[config.mk]
export PLATFORM = sky130hd
export DESIGN_NAME = irq_snapshot_master
export DESIGN_NICKNAME = d
export VERILOG_FILES = /design/src/rtl/irq_snapshot_master.sv
export SDC_FILE = /design/constraint.sdc
export NUM_CORES = 1
export LEC_CHECK = 0
export ABC_AREA = 1
export ABC_CLOCK_PERIOD_IN_PS = 2900
export BUFFER_PORTS_ARGS = -buffer_cell sky130_fd_sc_hd__buf_2
export CAP_MARGIN = 20
export CORE_AREA = 2 2 68 118
export DETAILED_ROUTE_END_ITERATION = 12
export DIE_AREA = 0 0 70 120
export MAX_ROUTING_LAYER = met4
export PLACE_DENSITY = 0.91
export SKIP_LAST_GASP = 1
export SYNTH_ARGS = -nofsm -noshare
export SYNTH_HDL_FRONTEND = slang
export SYNTH_SLANG_ARGS = --single-unit
[constraint.sdc]
create_clock -name PCLK -period 2.9 [get_ports PCLK]
set_clock_uncertainty 0.15 [all_clocks]
set_input_delay 0.29 -clock PCLK [delete_from_list [all_inputs] [get_ports PCLK]]
set_output_delay 0.29 -clock PCLK [all_outputs]
set_load 0.005 [all_outputs]
[src/rtl/irq_snapshot_master.sv]
// irq_snapshot_master
// APB read master for the interrupt/counter slave. When the slave raises irq
// it reads NUM_REGS counters one at a time and offers each one as an indexed
// word on a valid/ready stream. Once the last word is taken it pulses ack_out
// into the slave, then waits for irq to fall (bounded by IRQ_TIMEOUT) before
// it will service the next interrupt.
`timescale 1ns/1ps
module irq_snapshot_master #(
    parameter int unsigned NUM_REGS    = 10,
    parameter logic [31:0] FIRST_ADDR  = 32'h10,
    parameter int unsigned STRIDE      = 4,
    parameter int unsigned IRQ_TIMEOUT = 1024
) (
    input  logic        PCLK,
    input  logic        PRESETn,
    input  logic        enable,
    input  logic        irq_in,
    output logic        ack_out,
    output logic        m_psel,
    output logic        m_penable,
    output logic        m_pwrite,
    output logic [31:0] m_paddr,
    output logic [31:0] m_pwdata,
    input  logic [31:0] m_prdata,
    input  logic        m_pready,
    input  logic        m_pslverr,
    output logic [31:0] snap_data,
    output logic [3:0]  snap_idx,
    output logic        snap_last,
    output logic        snap_valid,
    input  logic        snap_ready,
    output logic        busy,
    output logic [1:0]  err_sticky,
    input  logic        err_clr
);

    typedef enum logic [2:0] {
        IDLE     = 3'd0,
        SETUP    = 3'd1,
        ACCESS   = 3'd2,
        PUSH     = 3'd3,
        ACK      = 3'd4,
        WAIT_LOW = 3'd5
    } state_t;

    localparam logic [3:0]  LAST_IDX = 4'(NUM_REGS - 1);
    localparam logic [15:0] TCNT_MAX = 16'(IRQ_TIMEOUT - 1);

    state_t      state;
    logic [3:0]  idx;
    logic [15:0] tcnt;
    logic        set_slverr;
    logic        set_timeout;

    // Counter address for a given index; 32-bit arithmetic wraps naturally.
    function automatic logic [31:0] addr_of(input logic [3:0] i);
        return FIRST_ADDR + (32'(i) * 32'(STRIDE));
    endfunction

    // Read-only master: write channel is permanently inactive.
    assign m_pwrite = 1'b0;
    assign m_pwdata = 32'd0;
    assign busy     = (state != IDLE);

    // Error events, raised in the cycle they are detected.
    always_comb begin
        set_slverr  = (state == ACCESS) && m_pready && m_pslverr;
        set_timeout = (state == WAIT_LOW) && irq_in && (tcnt == TCNT_MAX);
    end

    // Sticky error flags; a new error in the same cycle as err_clr wins per bit.
    always_ff @(posedge PCLK or negedge PRESETn) begin
        if (!PRESETn) begin
            err_sticky <= 2'b00;
        end else begin
            err_sticky <= (err_sticky & {2{~err_clr}}) | {set_timeout, set_slverr};
        end
    end

    // Service sequencer: APB read, stream push, acknowledge, wait for irq release.
    always_ff @(posedge PCLK or negedge PRESETn) begin
        if (!PRESETn) begin
            state      <= IDLE;
            idx        <= 4'd0;
            tcnt       <= 16'd0;
            m_psel     <= 1'b0;
            m_penable  <= 1'b0;
            m_paddr    <= 32'd0;
            snap_data  <= 32'd0;
            snap_idx   <= 4'd0;
            snap_last  <= 1'b0;
            snap_valid <= 1'b0;
            ack_out    <= 1'b0;
        end else begin
            case (state)
                IDLE: begin
                    if (enable && irq_in) begin
                        idx     <= 4'd0;
                        m_paddr <= addr_of(4'd0);
                        m_psel  <= 1'b1;
                        state   <= SETUP;
                    end
                end
                SETUP: begin
                    m_penable <= 1'b1;
                    state     <= ACCESS;
                end
                ACCESS: begin
                    // Data is captured even on PSLVERR; the error is only flagged.
                    if (m_pready) begin
                        snap_data  <= m_prdata;
                        snap_idx   <= idx;
                        snap_last  <= (idx == LAST_IDX);
                        snap_valid <= 1'b1;
                        m_psel     <= 1'b0;
                        m_penable  <= 1'b0;
                        state      <= PUSH;
                    end
                end
                PUSH: begin
                    if (snap_ready) begin
                        snap_valid <= 1'b0;
                        if (idx == LAST_IDX) begin
                            ack_out <= 1'b1;
                            state   <= ACK;
                        end else begin
                            idx     <= idx + 4'd1;
                            m_paddr <= addr_of(idx + 4'd1);
                            m_psel  <= 1'b1;
                            state   <= SETUP;
                        end
                    end
                end
                ACK: begin
                    ack_out <= 1'b0;
                    tcnt    <= 16'd0;
                    state   <= WAIT_LOW;
                end
                WAIT_LOW: begin
                    // A stuck irq is abandoned after IRQ_TIMEOUT cycles (flagged above).
                    if (!irq_in || (tcnt == TCNT_MAX)) begin
                        state <= IDLE;
                    end else begin
                        tcnt <= tcnt + 16'd1;
                    end
                end
                default: begin
                    state      <= IDLE;
                    m_psel     <= 1'b0;
                    m_penable  <= 1'b0;
                    snap_valid <= 1'b0;
                    ack_out    <= 1'b0;
                end
            endcase
        end
    end

endmodule

; Word-level counts from Yosys, hierarchy flattened
; Cells that the tools add are included.
; W data, S select, Z words.
[word_totals]
regBits = 98
latchBits = 0
ram_bits = 0
rom_bits = 0
inputBits = 40
output_inout_bits = 109
word_cells = 87
mem_count = 0
[op_classes]
addsub = 3
n_mul = 0
n_div = 0
magnitude_cmp = 0
eq_ne = 14
n_shift = 0
muxes = 28
bitwise = 7
reduce_logical = 23
[op_table]
columns = op, n
row1 = $mux W32, 3
row2 = $pmux W32 S2, 1
row3 = $pmux W16 S2, 1
row4 = $pmux W3 S6, 1
row5 = $add A16 B1 Y16 const B, 1
row6 = $eq A16 B10 Y1 const B, 1
row7 = $mux W16, 1
row8 = $mux W3, 5
row9 = $mux W4, 3
row10 = $ne A2 B2 Y1 const B, 6
row11 = $reduce_or A4 Y1, 3
row12 = $mux W1, 8
row13 = $pmux W4 S2, 1
row14 = $reduce_and A4 Y1, 2
row15 = $add A5 B6 Y7 const A, 1
row16 = $eq A3 B2 Y1 const B, 2
row17 = $eq A3 B3 Y1 const B, 2
row18 = $pmux W1 S3, 2
row19 = $reduce_and A2 Y1, 3
row20 = $reduce_and A3 Y1, 2
row21 = $logic_and A1 B1 Y1, 5
row22 = $not A1 Y1, 5
row23 = $reduce_and A5 Y1, 1
row24 = $add A4 B1 Y4 const B, 1
row25 = 13 further kinds, 14

; Longest topological paths before layout
; Gate-level depths: netlist (run 1).
[logic_depth]
depth_word = 5
mapped_depth = 11

; Worst setup path after synthesis (run 1)
; OpenSTA, ideal clock, no wires.
[synth_timing]
path_kind = reg2reg
startpoint = register tcnt[0]
endpoint = register tcnt[14]
setup_time_ns = 0.119
arrival_time_ns = 1.342
required_ns = 2.631
slack_ns = 1.289
stages_incl_launch_ff = 10
path_buffers = 1
path_cell_list = dfrtp_1 > ha_1 > nand3_4 > nor2_4 > nand2_2 > nand2_2 > nand2_2 > buf_6 > nand3_1 > nand2_1
[synth_between]
elab_chain_len = 4
[synth_rtl]
columns = item, line_no
row1 = "start, declared", 51  ; logic [15:0] tcnt;
row2 = "start signal, assigned", 144  ; tcnt <= tcnt + 16'd1;
row3 = branches (longest 4 deep; another with $add A16 B1 Y16), -
; Parallel ways; which one is timed is not known. The select of a mux whose other input is x is not followed.
; A chain may end at the register's enable or synchronous reset.

; Worst setup path in the final report (run 1)
[layout_timing]
startpoint = register tcnt[0]
endpoint = register tcnt[11]
; Same word-level chain as after synthesis.

==> reports/qor.yml, run 1 <==
setup_path:
  cp.arrival_ps: 1980
  cp_max_fo: 20
  max_stage_delay_ps: 450
  start_kind: "register"
  endpoint_kind: "register"
  cp_slowest_cell: "a21oi_4"
  worstPathRequired_ps: 2950
  crit_chain: "ha_1, nand3_4, nor2_4, nand2_2, a21oi_4, o21ai_1"
  crit_type: "reg2reg"
global_routing:
  grt_max_degree: 40
  grt_pass1_vias: 3088
  grt_pass1_wl_um: 14290
  antenna_found_initial: 0
  track_usage_pct: 21.90
  grt_overflow: 0
drt:
  vias: 3262
  first_iter_violations: 190
  first_pass_iters: 7
  ant_nets: 0
  finalWirelength_um: 8769
  vias_per_cell: 4.818
  post_drt_wl_per_cell_um: 12.95
  drc: 0
pwr:
  internal-power_mw: 2.514
  p_sw_mw: 1.375
  pwr-share-seq_pct: 38.1
  p_comb_share_pct: 32.6
  clkPwrFrac_pct: 29.2
  swShare_pct: 35.35
  p_leak_nw: 2.522
  ir_drop_uv: 574.6
  power_density_nw_per_um2: 855.6
yosys:
  ys_warn_count: 0
  synth_area_leader_cell: "dfrtp_1"
  yosysTopAreaCellShare_pct: 44.98
  syn-mean-instance-area_sq_um: 7.981
  ys_seq_area_share_pct: 44.98
  synthCells: 481
  ys_top_cells_by_area: "dfrtp_1, nand2_1, buf_4, nand3_1, inv_1"
  synth_cell_types: 31
  synth.ff_latch_count: 69
  netlist_area_sq_um: 3839
cells_and_area:
  layout_common_cells: "nand2_1, buf_2, dfrtp_1"
  antenna_cells: 0
  fin_area_sq_um: 4544
  final_common_cell: "nand2_1"
  syn_to_final_growth_pct: 18.38
  instances_no_fill: 677
  nets: 628
  drive_above_1_share_pct: 22.75
clock_tree:
  root_buffer: "clkbuf_16"
  clk_pin_slew_ps: 60
  clock_sinks: 69
  numCtsBuffers: 9
  cts_hold_buf: 14
  ctsLongestPathBuffers: 2
  htreeDepth: 3
  clkLatencyLatePin_ps: 330
  cts_tree: "done"
  post_cts.resized_instances: 0
  post-cts-setup-buffer-count: 0
placed_design:
  place_area_sq_um: 4091
  placedCellCount: 647
  post-dp-hpwl_um: 6245
  place_congestion: 0.8883
  portBuffers: 88
floorplan:
  rows: 42
  coreArea_sq_um: 7462
  start_util_pct: 51.44
  fp.dieW_um: 70
  die-area_sq_um: 8400
  ios: 149
  die-height_um: 120
sta:
  rsz0062_at_grt: "false"
  hold_violations: 0
  finalMaxSlewViolations: 0
  setup-tns-final_ps: 0
  tightestPinTransition_ps: 544.7
  slew_headroom_pct: 63.63
  min_period_over_period_pct: 66.52
  clock.fmax_mhz: 518.4
  worst_hold_slack_ps: 3.186
  setup_viol: 0
  min_period_ps: 1929
run:
  cap_violations: 0
worst_hold_path:
  min_path_type: "in2reg"
run_status:
  status: "finished, final reports clean"
[Yosys cell counts, drive strengths merged]
cell type,count
o21bai,2
ha,4
nor2,30
nand3,28
nand2,191
nor3,1
o31ai,1
clkinv,1
a21oi,4
inv,35
nand4,5
conb,1
o2111ai,1
buf,72
xor2,8
o21ai,26
xnor2,1
nand3b,1
dfrtp,69
[worst max-delay path, delay by kind of cell (launching register included)]
kind            cells  cell delay (ps)
simple gates        3              370
compound gates      2              590
flops               1              410
fa+ha+maj           1              270
[power by group through the flow]
stage	Combinational, mW	Clock (mW)	Sequential, mW
floorplan	0.799	0	1.49
global placement	1.18	0	1.48
detailed placement	1.25	0	1.48
CTS	1.27	1.15	1.48
global route	1.43	1.19	1.52
finish	1.27	1.14	1.48
[final cells by class]
class,instances,area [sq um]
Tap cell,88,110.1
Clock inverter,3,42.54
Timing Repair Buffer,105,603.1
Fill cell,617,2918
Clock buffer,13,270.3
Sequential cell,69,1727
Inverter,36,135.1
Multi-Input combinational cell,363,1657
[registers in the layout, indices dropped and copies added (netlist names)]
name and cells:
tcnt 16, err_sticky 2, snap_last 1, ack_out 1, m_psel 1, snap_valid 1, m_penable 1, idx 4
snap_data 32, m_paddr 3, state 3, snap_idx 4
[path summary, 6_finish.rpt]
kind	start	end	slack, ps	cells after the start
min	m_prdata[25]	snap_data[25]$_DFFE_PN0N_	3	3
min reg2reg	m_paddr[5]$_DFFE_PN0P_	m_paddr[5]$_DFFE_PN0P_	320	2
max in group asynchronous	PRESETn	snap_data[8]$_DFFE_PN0N_	1820	3
max	tcnt[0]$_DFFE_PN0P_	tcnt[11]$_DFFE_PN0P_	970	6
min in group asynchronous	PRESETn	state[1]$_DFFE_PN0P_	150	2
max reg2reg	tcnt[0]$_DFFE_PN0P_	tcnt[11]$_DFFE_PN0P_	970	6
[kinds of logic after synthesis]
group | Yosys count | share of synthesized area (%)
simple gates | 256 | 28.62
buf+inv | 108 | 17.63
flops | 69 | 44.98
compound gates | 34 | 5.313
xor+xnor | 9 | 2.054
fa+ha+maj | 4 | 1.304
other cells | 1 | 0.09769
[metal layers]
| layer | part of all wire [%] | up-vias | GRT usage [%] | wire [um] |
|---|---|---|---|---|
| met2 | 55 | 140 | 38.04 | 4838 |
| met4 | 1.4 | 0 | 8.894 | 119 |
| met1 | 38 | 1531 | 24.50 | 3290 |
| li1 | - | 1579 | - | - |
| met3 | 5.9 | 12 | 4.282 | 520 |
| met5 | 0 | - | - | 0 |
[stage by stage]
stage | util (%) | worst slack (ps) | total power [mW]
finish | 60.90 | 970.9 | 3.888
global route | 60.90 | 805.2 | 4.143
CTS | 60.90 | 985.7 | 3.900
detailed placement | 54.83 | 990.5 | 2.734
global placement | 54.83 | 1055 | 2.660
floorplan | - | 1289 | 2.293
(Power assumes the default switching activity.)
==> run 2: changes to the inputs <==
ABC_CLOCK_PERIOD_IN_PS = 1800   (was 2900)
CORE_AREA = 2 2 70 123   (was 2 2 68 118)
DIE_AREA = 0 0 72 125   (was 0 0 70 120)
PLACE_DENSITY = 0.86   (was 0.91)
clock period = 1.8 ns   (was 2.9 ns; I/O delays follow)
==> run 2 against run 1 <==
  * Cell area rose by 8.2%
  * Critical path depth rose by 1
  * Clock-buffer cell count fell by 4
  * Sequential share of layout area fell by 2.9 points
  * Maximum frequency rose by 12%
  * Critical endpoint is now ack_out$_DFFE_PN0P_
==> reports/qor.yml, run 2 (synthesized netlist as in run 1, its figures left out) <==
run_status:
  status: "finished, final reports clean"
setup_path:
  crit_chain: "inv_1, ha_1, nand2_1, o21ai_0, o2111ai_1, nand2_1, o21ai_0"
  ff2ff_path_depth: 7
  worstPathRequired_ps: 1850
  crit_type: "reg2reg"
  cp_slowest_cell: "dfrtp_2"
  endpoint_kind: "register"
  cp_max_fo: 5
  crit-reg2reg-launch: "idx[1]$_DFFE_PN0P_"
  crit_buf_inv: 1
  timing.rr.end: "ack_out$_DFFE_PN0P_"
  max_stage_delay_ps: 440
  r2r_setup_slack_ps: 80
  cp.arrival_ps: 1780
  cp.depth: 7
  start_kind: "register"
  path_delay_family: "compound AO/OA/AOI/OAI gates"
drt:
  drc: 0
  finalWirelength_um: 10000
  first_iter_violations: 175
  first_pass_iters: 6
  vias_per_cell: 4.783
  vias: 3420
  post_drt_wl_per_cell_um: 13.99
  ant_nets: 0
cells_and_area:
  layout_common_cells: "nand2_1, buf_2, dfrtp_1"
  largest_reg_flops: 32
  final_common_cell: "nand2_1"
  largestRegisters: "snap_data x32, tcnt x16"
  syn_to_final_growth_pct: 28.10
  fin_area_sq_um: 4917
  nets: 663
  n_fill_cell: 608
  top_register: "snap_data"
  drive_above_1_share_pct: 24.24
  antenna_cells: 0
  final_core_util_pct: 60.76
  instances_no_fill: 715
worst_hold_path:
  worstHoldEndpoint: "idx[1]$_DFFE_PN0P_"
  holdPathStages: 5
  min_path_type: "in2reg"
  hold_start: "snap_ready"
global_routing:
  grt_max_degree: 70
  antenna_found_initial: 0
  grt_overflow: 0
  track_usage_pct: 23.66
  grt_pass1_wl_um: 16150
  grt_pass1_vias: 3497
floorplan:
  fp.dieW_um: 72
  start_util_pct: 47.43
  die-height_um: 125
  die-area_sq_um: 9000
  coreArea_sq_um: 8093
  rows: 44
  ios: 149
pwr:
  ir_drop_uv: 998.1
  p_sw_mw: 2.326
  p_comb_share_pct: 34.1
  power_mw: 6.496
  swShare_pct: 35.81
  power_density_nw_per_um2: 1321
  clkPwrFrac_pct: 28.9
  internal-power_mw: 4.170
  p_leak_nw: 2.686
  pwr-share-seq_pct: 37.0
placed_design:
  place_area_sq_um: 4209
  place_congestion: 0.8733
  post-place-ws_ps: 69.57
  placedCellCount: 661
  post-dp-hpwl_um: 6304
  portBuffers: 88
clock_tree:
  clkLatencyLatePin_ps: 330
  clk_pin_slew_ps: 60
  root_buffer: "clkbuf_16"
  ctsLongestPathBuffers: 2
  htreeDepth: 3
  cts_tree: "done"
  numCtsBuffers: 9
  clock_sinks: 69
sta:
  clock.fmax_mhz: 581.0
  setup_viol: 0
  rsz0062_at_grt: "true"
  worst_hold_slack_ps: 117.9
  hold_violations: 0
  finalMaxSlewViolations: 0
  min_period_over_period_pct: 95.62
  setup-tns-final_ps: 0
  setup_ws_ps: 78.86
  min_period_ps: 1721
run:
  cap_violations: 0
==> run 2: changes by cell type in the layout (fill, tap and decap cells not counted), moves of 3 or more <==
cell           delta
clkbuf_8          -3
buf_12            +3
buf_4            +11
dlygate4sd3_1    +21
==> run 2: repair_timing <==
action | in CTS | in global routing
endpoints found under the setup margin | 0 | 25
hold buffers | 35 | 0
hold endpoints to repair | 103 | 0
setup buffers | 0 | 4
gates resized for setup | 0 | 5
==> run 2: worst max-delay path by stage <==
stage | start | end | slack (ps)
finish | idx[1]$_DFFE_PN0P_ | ack_out$_DFFE_PN0P_ | 80
global route | idx[1]$_DFFE_PN0P_ | idx[2]$_DFFE_PN0P_ | -50
CTS | idx[1]$_DFFE_PN0P_ | idx[2]$_DFFE_PN0P_ | 50
detailed placement | idx[1]$_DFFE_PN0P_ | idx[2]$_DFFE_PN0P_ | 70
global placement | idx[1]$_DFFE_PN0P_ | idx[2]$_DFFE_PN0P_ | 80
floorplan | tcnt[0]$_DFFE_PN0P_ | tcnt[14]$_DFFE_PN0P_ | 190
==> run 2: power by group through the flow <==
stage | Sequential, mW | Clock, mW | Combinational [mW]
2_1_floorplan | 2.41 | 0 | 1.29
3_3_place_gp | 2.39 | 0 | 1.96
3_5_place_dp | 2.39 | 0 | 2.05
4_1_cts | 2.39 | 1.89 | 2.11
5_1_grt | 2.46 | 1.96 | 2.46
6_report | 2.41 | 1.88 | 2.21
==> run 2: layer usage <==
metal | wire (um) | global-route usage, % | vias to the layer above
met4 | 279 | 11.10 | 0
met1 | 3748 | 25.11 | 1580
met2 | 5340 | 40.36 | 166
li1 | - | - | 1649
met3 | 636 | 5.882 | 25
met5 | 0 | - | -
==> run 2: tightest hold or removal path, stage by stage <==
cell and delay (ps):
buf_2 90, inv_1 50, nand2_2 70, nand3_2 100
o31ai_1 60
==> run 2: cell type report <==
type	instances	area, sq um	share of cell area, %
multi-input cells	363	1667	33.89
inverters	36	137.6	2.799
clock inverters	6	88.84	1.807
flip-flops and latches	69	1728	35.14
repair buffers	140	955.9	19.44
clock buffers	9	225.2	4.580
well taps	92	115.1	2.341
==> run 3: changes to the inputs <==
CORE_AREA = 2 2 92 94   (was 2 2 70 123)
DIE_AREA = 0 0 94 96   (was 0 0 72 125)
SKIP_LAST_GASP = unset   (was 1)
==> run 3 against run 2 <==
  * Worst hold slack improved by 2.3 ps
  * Final cell count rose by 0.98%
  * Via count rose by 5.5%
  * Sequential share of layout area rose by 0.68 points
  * Sequential power barely moved
==> reports/qor.yml, run 3 (synthesized netlist as in run 1, its figures left out) <==
cells_and_area:
  nets: 656
  n_fill_cell: 574
  largest_reg_flops: 32
  layout_common_cells: "nand2_1, buf_2, dfrtp_1"
  syn_to_final_growth_pct: 25.65
  top_register: "snap_data"
  fin_area_sq_um: 4823
  multi_input_area_sq_um: 1684
  drive_above_1_share_pct: 23.18
  antenna_cells: 0
  final_common_cell: "nand2_1"
  largestRegisters: "snap_data x32, tcnt x16"
  regArea_sq_um: 1728
drt:
  finalWirelength_um: 10310
  drc: 0
  ant_nets: 0
  post_drt_wl_per_cell_um: 14.28
  vias_per_cell: 4.999
  first_iter_violations: 282
  first_pass_iters: 5
  vias: 3609
setup_path:
  cp_max_fo: 7
  endpoint_kind: "register"
  path_delay_family: "simple AND/OR/NAND/NOR gates"
  cp_slowest_cell: "dfrtp_2"
  crit_type: "reg2reg"
  crit_path_frequent_cell: "nand2_1"
  endpoint: "idx[2]$_DFFE_PN0P_"
  crit_chain: "inv_1, ha_1, nand2_1, nor2_1, nand2_1, nand3_2, inv_2, nand2_4, inv_2, nand2_1, o21ai_2"
  worstPathRequired_ps: 1880
  crit-reg2reg-launch: "idx[1]$_DFFE_PN0P_"
  r2r_setup_slack_ps: 60
  crit_path_start: "idx[1]$_DFFE_PN0P_"
  timing.rr.end: "idx[2]$_DFFE_PN0P_"
  crit_buf_inv: 3
  cp.arrival_ps: 1820
  max_stage_delay_ps: 440
  start_kind: "register"
  cp.depth: 11
  ff2ff_path_depth: 11
pwr:
  ir_drop_uv: 1009
  p_leak_nw: 2.620
  power_mw: 6.198
  power_density_nw_per_um2: 1285
sta:
  clock.fmax_mhz: 574.2
  min_period_over_period_pct: 96.76
  min_period_ps: 1742
  setup_ws_ps: 58.35
  setup-tns-final_ps: 0
  finalMaxSlewViolations: 0
  hold_violations: 0
  setup_viol: 0
clock_tree:
  numCtsBuffers: 9
  root_buffer: "clkbuf_8"
  clkLatencyLatePin_ps: 350
  ctsLongestPathBuffers: 2
  clk_pin_slew_ps: 70
  htreeDepth: 3
  cts_tree: "done"
  clock_sinks: 69
placed_design:
  place_congestion: 0.9129
  portBuffers: 88
  place_area_sq_um: 4200
  post-dp-hpwl_um: 5854
  post-place-ws_ps: 21.83
floorplan:
  rows: 33
  fp.dieW_um: 94
  start_util_pct: 47.68
  ios: 149
  die-height_um: 96
  die-area_sq_um: 9024
  coreArea_sq_um: 8051
global_routing:
  grt_pass1_wl_um: 16130
  antenna_found_initial: 0
  grt_overflow: 0
  track_usage_pct: 23.49
  grt_pass1_vias: 3552
  grt_max_degree: 70
worst_hold_path:
  min_path_type: "in2reg"
run_status:
  status: "finished, final reports clean"
run:
  cap_violations: 0
[run 3: what timing repair did]
action                                 CTS  global route
buffers inserted                         0             1
endpoints found under the hold margin  104             0
hold buffers                            36             0
setup endpoints to repair                0            21
resized for setup                        0             6
[run 3: power breakdown]
part	total [mW]	switching, mW	internal (mW)
combinational	2.32	1.40	0.921
clock	1.44	0.581	0.858
sequential	2.44	0.376	2.06
[run 3: how the worst min path moves through the flow]
| stage | from | endpoint | depth (start not counted) |
|---|---|---|---|
| global placement | PRESETn | m_paddr[4]$_DFFE_PN0P_ | 2 |
| global route | snap_ready | idx[1]$_DFFE_PN0P_ | 5 |
| finish | snap_ready | idx[1]$_DFFE_PN0P_ | 5 |
| CTS | snap_ready | idx[1]$_DFFE_PN0P_ | 5 |
| floorplan | PRESETn | ack_out$_DFFE_PN0P_ | 0 |
| detailed placement | PRESETn | m_paddr[6]$_DFFE_PN0P_ | 2 |
[run 3: layer usage]
| metal | vias to the layer above | global-route usage (%) | routed length (um) | share of wire (%) |
|---|---|---|---|---|
| li1 | 1634 | - | - | - |
| met1 | 1672 | 26.34 | 3834 | 37 |
| met5 | - | - | 0 | 0 |
| met4 | 0 | 12.44 | 414 | 4.0 |
| met3 | 51 | 6.500 | 945 | 9.2 |
| met2 | 252 | 38.51 | 5116 | 50 |
[run 3: through the flow]
stage / util, % / instances / hold slack, ps
floorplan: - / 540 / -265.6
global placement: 52.17 / 669 / 75.06
detailed placement: 52.17 / 669 / 76.21
CTS: 59.46 / 721 / 113.9
global route: 59.91 / 722 / 149.0
finish: 59.91 / 722 / 120.1
[run 3: area by class of cell]
cell class,instances,share of cell area (%)
flip-flops and latches,69,35.82
multi-input cells,363,34.92
repair buffers,133,19.04
clock buffers,13,3.294
inverters,36,2.802
well taps,105,2.724
clock inverters,3,1.401
[run 3: tightest hold or removal path, stage by stage]
cell,delay [ps]
buf_2,100
inv_1,50
nand2_2,70
nand3_2,100
o31ai_1,70
